### src/rtl/mult_arbiter.sv
// Round-robin arbiter that shares one multiplier among NREQ requesters.
// Define MULT_ARBITER_TIMEOUT_EN to abort a WAIT that exceeds TIMEOUT cycles.
module mult_arbiter #(
  parameter int unsigned NREQ    = 4,
  parameter int unsigned TIMEOUT = 15
) (
  input  logic                      clk,
  input  logic                      reset,
  input  logic [NREQ-1:0]           req_valid,
  output logic [NREQ-1:0]           req_ready,
  input  logic [16*NREQ-1:0]        req_x,
  input  logic [16*NREQ-1:0]        req_y,
  output logic                      mul_start,
  output logic [15:0]               mul_x,
  output logic [15:0]               mul_y,
  input  logic                      mul_done,
  input  logic [31:0]               mul_out,
  output logic                      rsp_valid,
  input  logic                      rsp_ready,
  output logic [$clog2(NREQ)-1:0]   rsp_id,
  output logic [31:0]               rsp_prod,
  output logic                      rsp_err,
  output logic                      busy
);

  localparam int unsigned IdW = $clog2(NREQ);

  typedef enum logic [1:0] {StIdle, StIssue, StWait, StResp} state_e;

  state_e           state_q, state_d;
  logic [IdW-1:0]   ptr_q, ptr_d;
  logic [15:0]      mul_x_q, mul_x_d, mul_y_q, mul_y_d;
  logic [IdW-1:0]   rsp_id_q, rsp_id_d;
  logic [31:0]      rsp_prod_q, rsp_prod_d;
  logic             grant_found;
  logic [IdW-1:0]   grant_idx;
  logic [IdW-1:0]   cand;
  logic             accept;

`ifdef MULT_ARBITER_TIMEOUT_EN
  logic [7:0]       cnt_q, cnt_d;
  logic             rsp_err_q, rsp_err_d;
`endif

  // Search ptr, ptr+1, ... so the most recent winner has lowest priority.
  always_comb begin
    grant_found = 1'b0;
    grant_idx   = '0;
    cand        = '0;
    for (int unsigned k = 0; k < NREQ; k++) begin
      cand = IdW'((32'(ptr_q) + k) % NREQ);
      if (!grant_found && req_valid[cand]) begin
        grant_found = 1'b1;
        grant_idx   = cand;
      end
    end
  end

  assign accept = (state_q == StIdle) && grant_found && !reset;

  always_comb begin
    req_ready = '0;
    if (accept) req_ready[grant_idx] = 1'b1;
  end

  always_comb begin
    state_d    = state_q;
    ptr_d      = ptr_q;
    mul_x_d    = mul_x_q;
    mul_y_d    = mul_y_q;
    rsp_id_d   = rsp_id_q;
    rsp_prod_d = rsp_prod_q;
`ifdef MULT_ARBITER_TIMEOUT_EN
    cnt_d      = '0;
    rsp_err_d  = rsp_err_q;
`endif
    unique case (state_q)
      StIdle: begin
        if (accept) begin
          state_d  = StIssue;
          mul_x_d  = req_x[16*32'(grant_idx) +: 16];
          mul_y_d  = req_y[16*32'(grant_idx) +: 16];
          rsp_id_d = grant_idx;
          ptr_d    = IdW'((32'(grant_idx) + 1) % NREQ);
        end
      end
      StIssue: state_d = StWait;
      StWait: begin
        // A completion on the final allowed cycle beats the timeout.
        if (mul_done) begin
          state_d    = StResp;
          rsp_prod_d = mul_out;
`ifdef MULT_ARBITER_TIMEOUT_EN
          rsp_err_d  = 1'b0;
        end else if (cnt_q == 8'(TIMEOUT - 1)) begin
          state_d    = StResp;
          rsp_prod_d = '0;
          rsp_err_d  = 1'b1;
        end else begin
          cnt_d = cnt_q + 8'd1;
`endif
        end
      end
      StResp: begin
        if (rsp_ready) state_d = StIdle;
      end
      default: state_d = StIdle;
    endcase
  end

  always_ff @(posedge clk) begin
    if (reset) begin
      state_q    <= StIdle;
      ptr_q      <= '0;
      mul_x_q    <= '0;
      mul_y_q    <= '0;
      rsp_id_q   <= '0;
      rsp_prod_q <= '0;
`ifdef MULT_ARBITER_TIMEOUT_EN
      cnt_q      <= '0;
      rsp_err_q  <= 1'b0;
`endif
    end else begin
      state_q    <= state_d;
      ptr_q      <= ptr_d;
      mul_x_q    <= mul_x_d;
      mul_y_q    <= mul_y_d;
      rsp_id_q   <= rsp_id_d;
      rsp_prod_q <= rsp_prod_d;
`ifdef MULT_ARBITER_TIMEOUT_EN
      cnt_q      <= cnt_d;
      rsp_err_q  <= rsp_err_d;
`endif
    end
  end

  // State-decoded strobes are forced low while reset is held.
  assign mul_start = (state_q == StIssue) && !reset;
  assign rsp_valid = (state_q == StResp) && !reset;
  assign busy      = (state_q != StIdle) && !reset;
  assign mul_x     = mul_x_q;
  assign mul_y     = mul_y_q;
  assign rsp_id    = rsp_id_q;
  assign rsp_prod  = rsp_prod_q;
`ifdef MULT_ARBITER_TIMEOUT_EN
  assign rsp_err   = rsp_err_q;
`else
  assign rsp_err   = 1'b0;
`endif

endmodule

### config.mk
export PLATFORM = sky130hd
export DESIGN_NAME = mult_arbiter
export DESIGN_NICKNAME = d
export VERILOG_FILES = /design/src/rtl/mult_arbiter.sv
export SDC_FILE = /design/constraint.sdc
export NUM_CORES = 1
export LEC_CHECK = 0
export BUFFER_PORTS_ARGS = -buffer_cell sky130_fd_sc_hd__buf_2
export CAP_MARGIN = 20
export CORE_AREA = 2 2 73 127
export DETAILED_ROUTE_END_ITERATION = 6
export DIE_AREA = 0 0 75 129
export PLACE_DENSITY = 0.86
export SETUP_SLACK_MARGIN = 0.02
export SYNTH_ARGS = -nofsm -noshare
export SYNTH_HDL_FRONTEND = slang
export SYNTH_SLANG_ARGS = --single-unit
### constraint.sdc
create_clock -name clk -period 2.4 [get_ports clk]
set_input_delay 0.12 -clock clk [delete_from_list [all_inputs] [get_ports clk]]
set_output_delay 0.12 -clock clk [all_outputs]
set_load 0.1 [all_outputs]
==> qor.yml, run 1 <==
yosysMostFrequentCell: "nand2_1"
final_layout_size_suffix_gt1_frac: 0.4306
fmax_ghz: 0.4566
clk_pin_slew_ns: 0.06
insertion_delay_ns: 0.32
dp_worst_setup_slack_ns: 0.4825
yosys_most_used_dff: "dfxtp_1"
synth_area_um2: 3441
sw_frac_of_total: 0.5412
drcViolationCount: 0
cts_setup_buffers: 0
p_per_area_nw_per_um2: 1481
outcome: "finished clean"
start_kind: "flop"
p_comb_frac: 0.569
grt.total_usage: 0.2130
async_flop_share: 0
htreeDepth: 3
drt_iter0_drc: 59
cts.sinks: 70
synthSimpleGateAreaFrac: 0.1549
stdcell_count: 737
die_area_um2: 9675
critPathMaxFanout: 9
maxSlewViolCount: 0
wl_per_cell_um: 14.36
grt_pass1_wl_mm: 15.95
pwr-share-seq: 0.227
r2r_slack_ns: 0.55
fin_tns_setup_ns: 0
syn_inst: 385
cts_buffers: 9
maxCapViolCount: 0
ys_types: 32
synthTopCellsByCount: "101 x nand2_1, 70 x dfxtp_1, 63 x mux2i_1, 36 x a21oi_1, 29 x o221ai_1"
avgSynthCellArea_um2: 8.937
ir_worst_vdd_mv: 0.7489
finalNetCount: 792
max-slew-margin-rel: 0.6441
clkPwrFrac: 0.204
synth_area_leaders: "dfxtp_1 41%, mux2i_1 18%, nand2_1 11%, o221ai_1 7.4%, a21oi_1 5.2%"
clockBufferDepth: 2
muxShareOfSynthArea: 0.1833
core_area_um2: 8615
setup_ws_ns: 0.2099
viasPerCell: 5.024
crit_required_ns: 2.28
ys_ff_latch: 70
firstDrtPassIters: 4
vias: 3703
fin_worst_skew_ns: 0.008622
worstPathArrival_ns: 2.07
syn_to_final_growth_pct: 48.33
final.min_clock_period_ns: 2.190
ys_seq_area_frac: 0.4073
antenna_found_initial: 0
final-setup-viol-count: 0
p_switching_mw: 4.090
ant_nets: 0
yosys.area.top_type: "dfxtp_1"
p_int_mw: 3.467
yosysWarnings: 0
synth_edf_count: 0
root_buffer: "clkbuf_16"
grt_pass1_vias: 3737
dp_cells: 721
cts_hold_buffers: 0
dp_hpwl_mm: 8.470
rows: 45
io_pins: 242
worstMarginPinSlew_ns: 0.5375
min_path_type: "in2reg"
worstSetupPathType: "reg2out"
grt_remaining_overflow: 0
ctsResizeCount: 0
synthAdderAreaFrac: 0.03273
synth_xor_area_frac: 0
wl_mm: 10.59
die_w_um: 75
cts_tree: "yes"
synth_fp_nets: 562
rsz0062_at_grt: "false"
fin_crit_sh: 0.9125
p_leak_nw: 2.502
io_buffers: 240
n_antenna_cell: 0
gp_congestion: 0.7813
n_fill_cell: 742
hold_violations: 0
synth_top_family_by_area: "multiplexers"
synth_top_area_share: 0.4073
grt_max_degree: 51
start_util: 0.3994
dieHeight_um: 129
synth-compound-area-share: 0.1615
end_kind: "output port"
## through the flow
| stage | utilization | power (mW) | hold slack [ns] | cell area, um2 |
|---|---|---|---|---|
| finish | 0.5924 | 7.557 | 0.02976 | 5104 |
| global route | 0.5924 | 7.855 | 0.02902 | 5104 |
| CTS | 0.5917 | 7.617 | 0.01583 | 5097 |
| detailed placement | 0.5511 | 6.059 | 0.3660 | 4747 |
| global placement | 0.5511 | 5.976 | 0.3593 | 4747 |
| floorplan | - | 5.319 | 0.2560 | 3441 |
## logic make-up after synthesis
group / Yosys count
AND/OR/NAND/NOR: 126
AO/OA/AOI/OAI: 79
flip-flops: 70
multiplexers: 63
buffers and inverters: 37
adder cells (fa/ha/maj): 9
other: 1
## final cells by class
type	count	area [um2]	share of cell area
Clock buffer	13	260.3	0.05099
Tap cell	117	146.4	0.02868
Sequential cell	70	1401	0.2746
Clock inverter	3	90.09	0.01765
Timing Repair Buffer	248	1334	0.2613
Multi-Input combinational cell	278	1842	0.3609
Inverter	8	30.03	0.005884
## layer usage
metal | share of wire | GRT usage
met3 | 0.088 | 0.06421
met5 | 0 | 0
met4 | 0.018 | 0.09349
met1 | 0.34 | 0.1956
met2 | 0.55 | 0.4082
## state kept, by name, summed over array words and instances, names as in the netlist
| register | count |
|---|---|
| mul_x | 16 |
| rsp_id | 2 |
| mul_y | 16 |
| ptr_q | 2 |
| state_q | 2 |
| rsp_prod | 32 |
## final timing paths
path,startpoint,endpoint,cells past startpoint
worst max-delay path,ptr_q[1],req_ready[2],7
worst min-delay path,mul_out[24],rsp_prod[24],3
worst max register to register,ptr_q[0],mul_x[4],6
worst min register to register,rsp_prod[29],rsp_prod[29],2
## placed cells by master, fill, tap and decap left out, types with 4 or more instances in the layout
cell / instances
and2_1: 5
dfxtp_1: 70
ha_1: 9
clkbuf_16: 9
mux2i_1: 63
buf_2: 236
nor2_1: 5
nand2_1: 101
o221ai_1: 29
a21oi_1: 35
a211oi_1: 4
buf_12: 5
buf_4: 6
nor2b_1: 5
inv_1: 7
## power groups by stage
| stage | clock network [mW] | registers [mW] | logic, mW |
|---|---|---|---|
| global placement | 0 | 1.72 | 4.25 |
| finish | 1.54 | 1.72 | 4.30 |
| CTS | 1.57 | 1.72 | 4.33 |
| global route | 1.61 | 1.76 | 4.49 |
| detailed placement | 0 | 1.74 | 4.32 |
| floorplan | 0 | 4.12 | 1.20 |
## worst max-delay path: stages, from the launching register on
cell,delay (ns)
dfxtp_1,0.40
mux2i_1,0.20
nor2_1,0.11
nor3_2,0.25
inv_2,0.17
ha_1,0.20
and2_1,0.13
clkbuf_4,0.27
Note: power is estimated with default switching activity, not from simulation.
==> run 2: changes to the inputs <==
--- a/config.mk
+++ b/config.mk
@@ -10,6 +10,7 @@
 export CORE_AREA = 2 2 73 127
 export DETAILED_ROUTE_END_ITERATION = 6
 export DIE_AREA = 0 0 75 129
+export GPL_TIMING_DRIVEN = 0
 export PLACE_DENSITY = 0.86
 export SETUP_SLACK_MARGIN = 0.02
 export SYNTH_ARGS = -nofsm -noshare
==> qor.yml, run 2 (synthesis gave the netlist of run 1 again) <==
wl_mm: 11.26  # was 10.59 mm
root_buffer: "clkbuf_16"  # unchanged
rsz0062_at_grt: "false"  # unchanged
end_kind: "output port"  # unchanged
p_int_mw: 3.155  # was 3.467 mW
outcome: "finished clean"  # unchanged
clk_pin_slew_ns: 0.06  # about the same
r2r-start: "state_q[0]"  # was ptr_q[0]
fin_crit_sh: 0.9440  # was 0.9125
use_met1: 0.2024  # was 0.1956
viasPerCell: 4.984  # was 5.024
rows: 45  # unchanged
worstPathArrival_ns: 2.15  # was 2.07 ns
r2r_end: "mul_x[11]"  # was mul_x[4]
use_met2: 0.4443  # was 0.4082
busiest_layer: "met2"  # unchanged
p_comb_frac: 0.597  # was 0.569
final_common_cell: "buf_2"  # unchanged
maxSlewViolCount: 0  # unchanged
ant_nets: 0  # unchanged
gp_congestion: 0.8321  # was 0.7813
n_antenna_cell: 0  # unchanged
worstMarginPinSlew_ns: 0.5381  # was 0.5375 ns
firstDrtPassIters: 4  # unchanged
clkPwrFrac: 0.171  # was 0.204
dpl_cell_area_um2: 4788  # was 4747 um2
drt_iter0_drc: 115  # was 59
holdCritStartpoint: "mul_out[23]"  # was mul_out[24]
io_buffers: 240  # unchanged
stdcell_count: 758  # was 737
maxCapViolCount: 0  # unchanged
grt_remaining_overflow: 0  # unchanged
grt_pass1_vias: 3849  # was 3737
p_per_area_nw_per_um2: 1442  # was 1481 nW/um2
pwr-share-seq: 0.233  # was 0.227
fin_tns_setup_ns: 0  # unchanged
wl_per_cell_um: 14.85  # was 14.36 um
critPathMaxFanout: 11  # was 9
hold_violations: 0  # unchanged
max-slew-margin-rel: 0.6413  # was 0.6441
hold_path_depth: 3  # unchanged
start_util: 0.3994  # unchanged
fmax_ghz: 0.4414  # was 0.4566 GHz
final-setup-viol-count: 0  # unchanged
cts_tree: "yes"  # unchanged
final_area_um2: 5097  # was 5104 um2
antenna_found_initial: 0  # unchanged
io_pins: 242  # unchanged
dp_cells: 742  # was 721
p_leak_nw: 2.503  # was 2.502 nW
core_area_um2: 8615  # unchanged
insertion_delay_ns: 0.33  # was 0.32 ns
crit_required_ns: 2.28  # about the same
worstHoldEndpoint: "rsp_prod[23]"  # was rsp_prod[24]
dp_hpwl_mm: 9.292  # was 8.470 mm
grt_max_degree: 14  # was 51
fin_worst_skew_ns: 0.007628  # was 0.008622 ns
die_area_um2: 9675  # unchanged
cts.sinks: 70  # unchanged
syn_to_final_growth_pct: 48.15  # was 48.33%
finalNetCount: 813  # was 792
grt.total_usage: 0.2264  # was 0.2130
sw_frac_of_total: 0.5706  # was 0.5412
cts_buffers: 9  # unchanged
htreeDepth: 3  # unchanged
p_switching_mw: 4.193  # was 4.090 mW
r2r_slack_ns: 0.41  # was 0.55 ns
whs_ns: 0.02496  # was 0.02976 ns
worstSetupPathType: "reg2out"  # unchanged
met3_usage: 0.06813  # was 0.06421
start_kind: "flop"  # unchanged
vias: 3778  # was 3703
cts_setup_buffers: 0  # unchanged
most-common-layout-cells: "243 x buf_2, 101 x nand2_1, 68 x dfxtp_1"  # was 236 x buf_2, 101 x nand2_1, 70 x dfxtp_1
cts_hold_buffers: 0  # unchanged
clockBufferDepth: 2  # unchanged
ir_worst_vdd_mv: 0.7478  # was 0.7489 mV
dieHeight_um: 129  # unchanged
largest_reg_flops: 32  # unchanged
final_layout_size_suffix_gt1_frac: 0.4306  # about the same
min_path_type: "in2reg"  # unchanged
drcViolationCount: 0  # unchanged
die_w_um: 75  # unchanged
grt_pass1_wl_mm: 16.87  # was 15.95 mm
final.min_clock_period_ns: 2.266  # was 2.190 ns
cp-startpoint: "ptr_q[1]"  # unchanged
reg2reg_depth: 8  # was 6
## run 2: changes by cell type in the layout (fill, tap and decap cells not counted), sizes merged
| cell | previous run | this run |
|---|---|---|
| clkbuf | 14 | 25 |
| buf | 247 | 254 |
| bufinv | 3 | 0 |
| clkinv | 0 | 3 |
| clkinvlp | 0 | 2 |
| inv | 8 | 9 |
## run 2: worst max-delay path by stage
stage | slack, ns | cells after the start | end
after floorplan | 0.19 | 8 | req_ready[1]
after global placement | 0.33 | 9 | req_ready[1]
after detailed placement | 0.26 | 9 | req_ready[0]
after CTS | 0.01 | 9 | req_ready[0]
after global routing | 0.03 | 9 | req_ready[0]
final | 0.13 | 8 | req_ready[3]
## run 2: layer usage
| metal | vias up | part of all wire |
|---|---|---|
| met5 | - | 0 |
| met4 | 0 | 0.020 |
| met3 | 20 | 0.082 |
| met2 | 182 | 0.56 |
| met1 | 1710 | 0.34 |
| li1 | 1866 | - |
## run 2: through the flow
stage	worst slack, ns	total power [mW]	util
final	0.1343	7.349	0.5917
after global routing	0.03325	7.634	0.5917
after CTS	0.01480	7.388	0.5895
after detailed placement	0.2550	6.117	0.5558
after global placement	0.3259	6.030	0.5558
after floorplan	0.1924	5.319	-
## run 2: what timing repair did
item,4_1_cts,5_1_grt
endpoints found under the setup margin,2,4
pin swaps,0,1
gates resized for setup,2,7
## run 2: layout make-up
type                       count  area (um2)
buffer                        29       173.9
clock buffer                  10       239.0
clock inverter                 6       46.29
fill                         764        3517
inverter                       8       30.03
multi-input combinational    278        1836
sequential                    70        1404
tap                          117       146.4
timing repair buffer         240        1222
## run 2: critical path, cell delays in order, from the launching register on
cell      delay (ns)
dfxtp_2         0.37
nand2_1         0.09
a221o_1         0.30
and2_1          0.15
buf_6           0.15
buf_6           0.16
ha_1            0.20
and2_1          0.13
clkbuf_4        0.27
## run 2: power groups by stage
stage / sequential [mW] / combinational, mW / clock (mW)
2_1_floorplan: 4.12 / 1.20 / 0
3_3_place_gp: 1.71 / 4.32 / 0
3_5_place_dp: 1.73 / 4.39 / 0
4_1_cts: 1.71 / 4.40 / 1.29
5_1_grt: 1.75 / 4.57 / 1.31
6_report: 1.71 / 4.38 / 1.26
==> run 3: changes to the inputs <==
==> constraint.sdc (replaced) <==
create_clock -name clk -period 2.37 [get_ports clk]
set_input_delay 0.1185 -clock clk [delete_from_list [all_inputs] [get_ports clk]]
set_output_delay 0.1185 -clock clk [all_outputs]
set_load 0.1 [all_outputs]
==> qor.yml, run 3 (synthesis gave the netlist of run 1 again) <==
dieHeight_um: 129  # unchanged
maxSlewViolCount: 0  # unchanged
vias: 3786  # was 3778
grt_pass1_vias: 3864  # was 3849
p_per_area_nw_per_um2: 1460  # was 1442 nW/um2
fin_worst_skew_ns: 0.007167  # was 0.007628 ns
antenna_found_initial: 0  # unchanged
outcome: "finished clean"  # unchanged
drcViolationCount: 0  # unchanged
clk_pin_slew_ns: 0.06  # about the same
core_area_um2: 8615  # unchanged
worstMarginPinSlew_ns: 0.5327  # was 0.5381 ns
end_kind: "output port"  # unchanged
most-common-layout-cells: "243 x buf_2, 101 x nand2_1, 68 x dfxtp_1"  # unchanged
min_path_type: "in2reg"  # unchanged
ant_nets: 0  # unchanged
gp_congestion: 0.8321  # unchanged
r2r-start: "state_q[0]"  # unchanged
finalNetCount: 813  # unchanged
final_area_um2: 5105  # was 5097 um2
fin_crit_sh: 0.9502
wl_per_cell_um: 14.90  # was 14.85 um
root_buffer: "clkbuf_16"  # unchanged
max-slew-margin-rel: 0.6449  # was 0.6413
firstDrtPassIters: 4  # unchanged
n_antenna_cell: 0  # unchanged
fin_tns_setup_ns: 0  # unchanged
grt_pass1_wl_mm: 16.91  # was 16.87 mm
wl_mm: 11.29  # was 11.26 mm
grt_remaining_overflow: 0  # unchanged
start_kind: "flop"  # unchanged
start_util: 0.3994  # unchanged
n_fill_cell: 762  # was 764
cts_buffers: 9  # unchanged
clockBufferDepth: 2  # unchanged
cts_setup_buffers: 0  # unchanged
grt.total_usage: 0.2268  # was 0.2264
whs_ns: 0.02412  # was 0.02496 ns
viasPerCell: 4.995  # was 4.984
r2r_slack_ns: 0.37  # was 0.41 ns
crit_required_ns: 2.25  # was 2.28 ns
final.min_clock_period_ns: 2.252
hold_violations: 0  # unchanged
cts.sinks: 70  # unchanged
ir_worst_vdd_mv: 0.7559  # was 0.7478 mV
final-setup-viol-count: 0  # unchanged
holdCritStartpoint: "mul_out[23]"  # unchanged
power_mw: 7.452  # was 7.349 mW
drt_iter0_drc: 114  # was 115
insertion_delay_ns: 0.33  # about the same
io_pins: 242  # unchanged
fmax_ghz: 0.4440
largest_reg_flops: 32  # unchanged
final_layout_size_suffix_gt1_frac: 0.4321  # was 0.4306
worstSetupPathType: "reg2out"  # unchanged
cts_tree: "yes"  # unchanged
dpl_cell_area_um2: 4788  # unchanged
maxCapViolCount: 0  # unchanged
grt_max_degree: 14  # unchanged
htreeDepth: 3  # unchanged
dp_hpwl_mm: 9.292  # unchanged
critPathMaxFanout: 11  # unchanged
rows: 45  # unchanged
worstHoldEndpoint: "rsp_prod[23]"  # unchanged
p_leak_nw: 2.507  # was 2.503 nW
io_buffers: 240  # unchanged
final_common_cell: "buf_2"  # unchanged
reg2reg_depth: 8  # unchanged
cp-startpoint: "ptr_q[1]"  # unchanged
die_w_um: 75  # unchanged
r2r_end: "mul_x[11]"  # unchanged
die_area_um2: 9675  # unchanged
rsz0062_at_grt: "false"  # unchanged
syn_to_final_growth_pct: 48.36  # was 48.15%
hold_path_depth: 3  # unchanged
worstPathArrival_ns: 2.13  # was 2.15 ns
[run 3: power by group]
part	leakage, nW	total (mW)	switching (mW)	internal (mW)
sequential	0.574	1.73	0.188	1.54
combinational	1.80	4.45	3.53	0.919
clock	0.135	1.27	0.529	0.742
total	2.51	7.45	4.25	3.20
[run 3: final cells by class]
| cell class | instances | area [um2] | area share |
|---|---|---|---|
| Clock buffer | 10 | 239.0 | 0.04681 |
| Buffer | 29 | 173.9 | 0.03407 |
| Timing Repair Buffer | 240 | 1227 | 0.2404 |
| Inverter | 8 | 30.03 | 0.005882 |
| Clock inverter | 6 | 46.29 | 0.009069 |
| Sequential cell | 70 | 1404 | 0.2750 |
| Tap cell | 117 | 146.4 | 0.02868 |
| Multi-Input combinational cell | 278 | 1838 | 0.3600 |
[run 3: worst max-delay path: stages, from the launching register on]
cell and delay (ns):
dfxtp_2 0.36, nand2_1 0.09, a221o_1 0.30, and2_1 0.15, buf_6 0.15, buf_6 0.16
ha_1 0.19, and2_1 0.13, clkbuf_4 0.27
[run 3: timing repair]
action                     in CTS  in global routing
setup endpoints to repair       3                  4
hold buffers                    0                  0
cloned                          0                  0
gates resized for setup         5                  6
pin swaps                       0                  1
[run 3: worst max-delay path by stage]
stage               slack (ns)            to
CTS                       0.03  req_ready[2]
global placement          0.30  req_ready[1]
global route              0.03  req_ready[2]
floorplan                 0.16  req_ready[1]
detailed placement        0.23  req_ready[0]
finish                    0.12  req_ready[2]
[run 3: stage by stage]
step,util,setup slack (ns),std cells
detailed placement,0.5558,0.2265,742
global placement,0.5558,0.2974,742
CTS,0.5907,0.02813,758
floorplan,-,0.1639,385
global route,0.5926,0.02612,758
finish,0.5926,0.1180,758
[run 3: per-layer routing]
| layer | GRT usage | wire length, um |
|---|---|---|
| met5 | 0 | 0 |
| met4 | 0.09244 | 244 |
| met3 | 0.06735 | 940 |
| met2 | 0.4438 | 6292 |
| met1 | 0.2034 | 3817 |
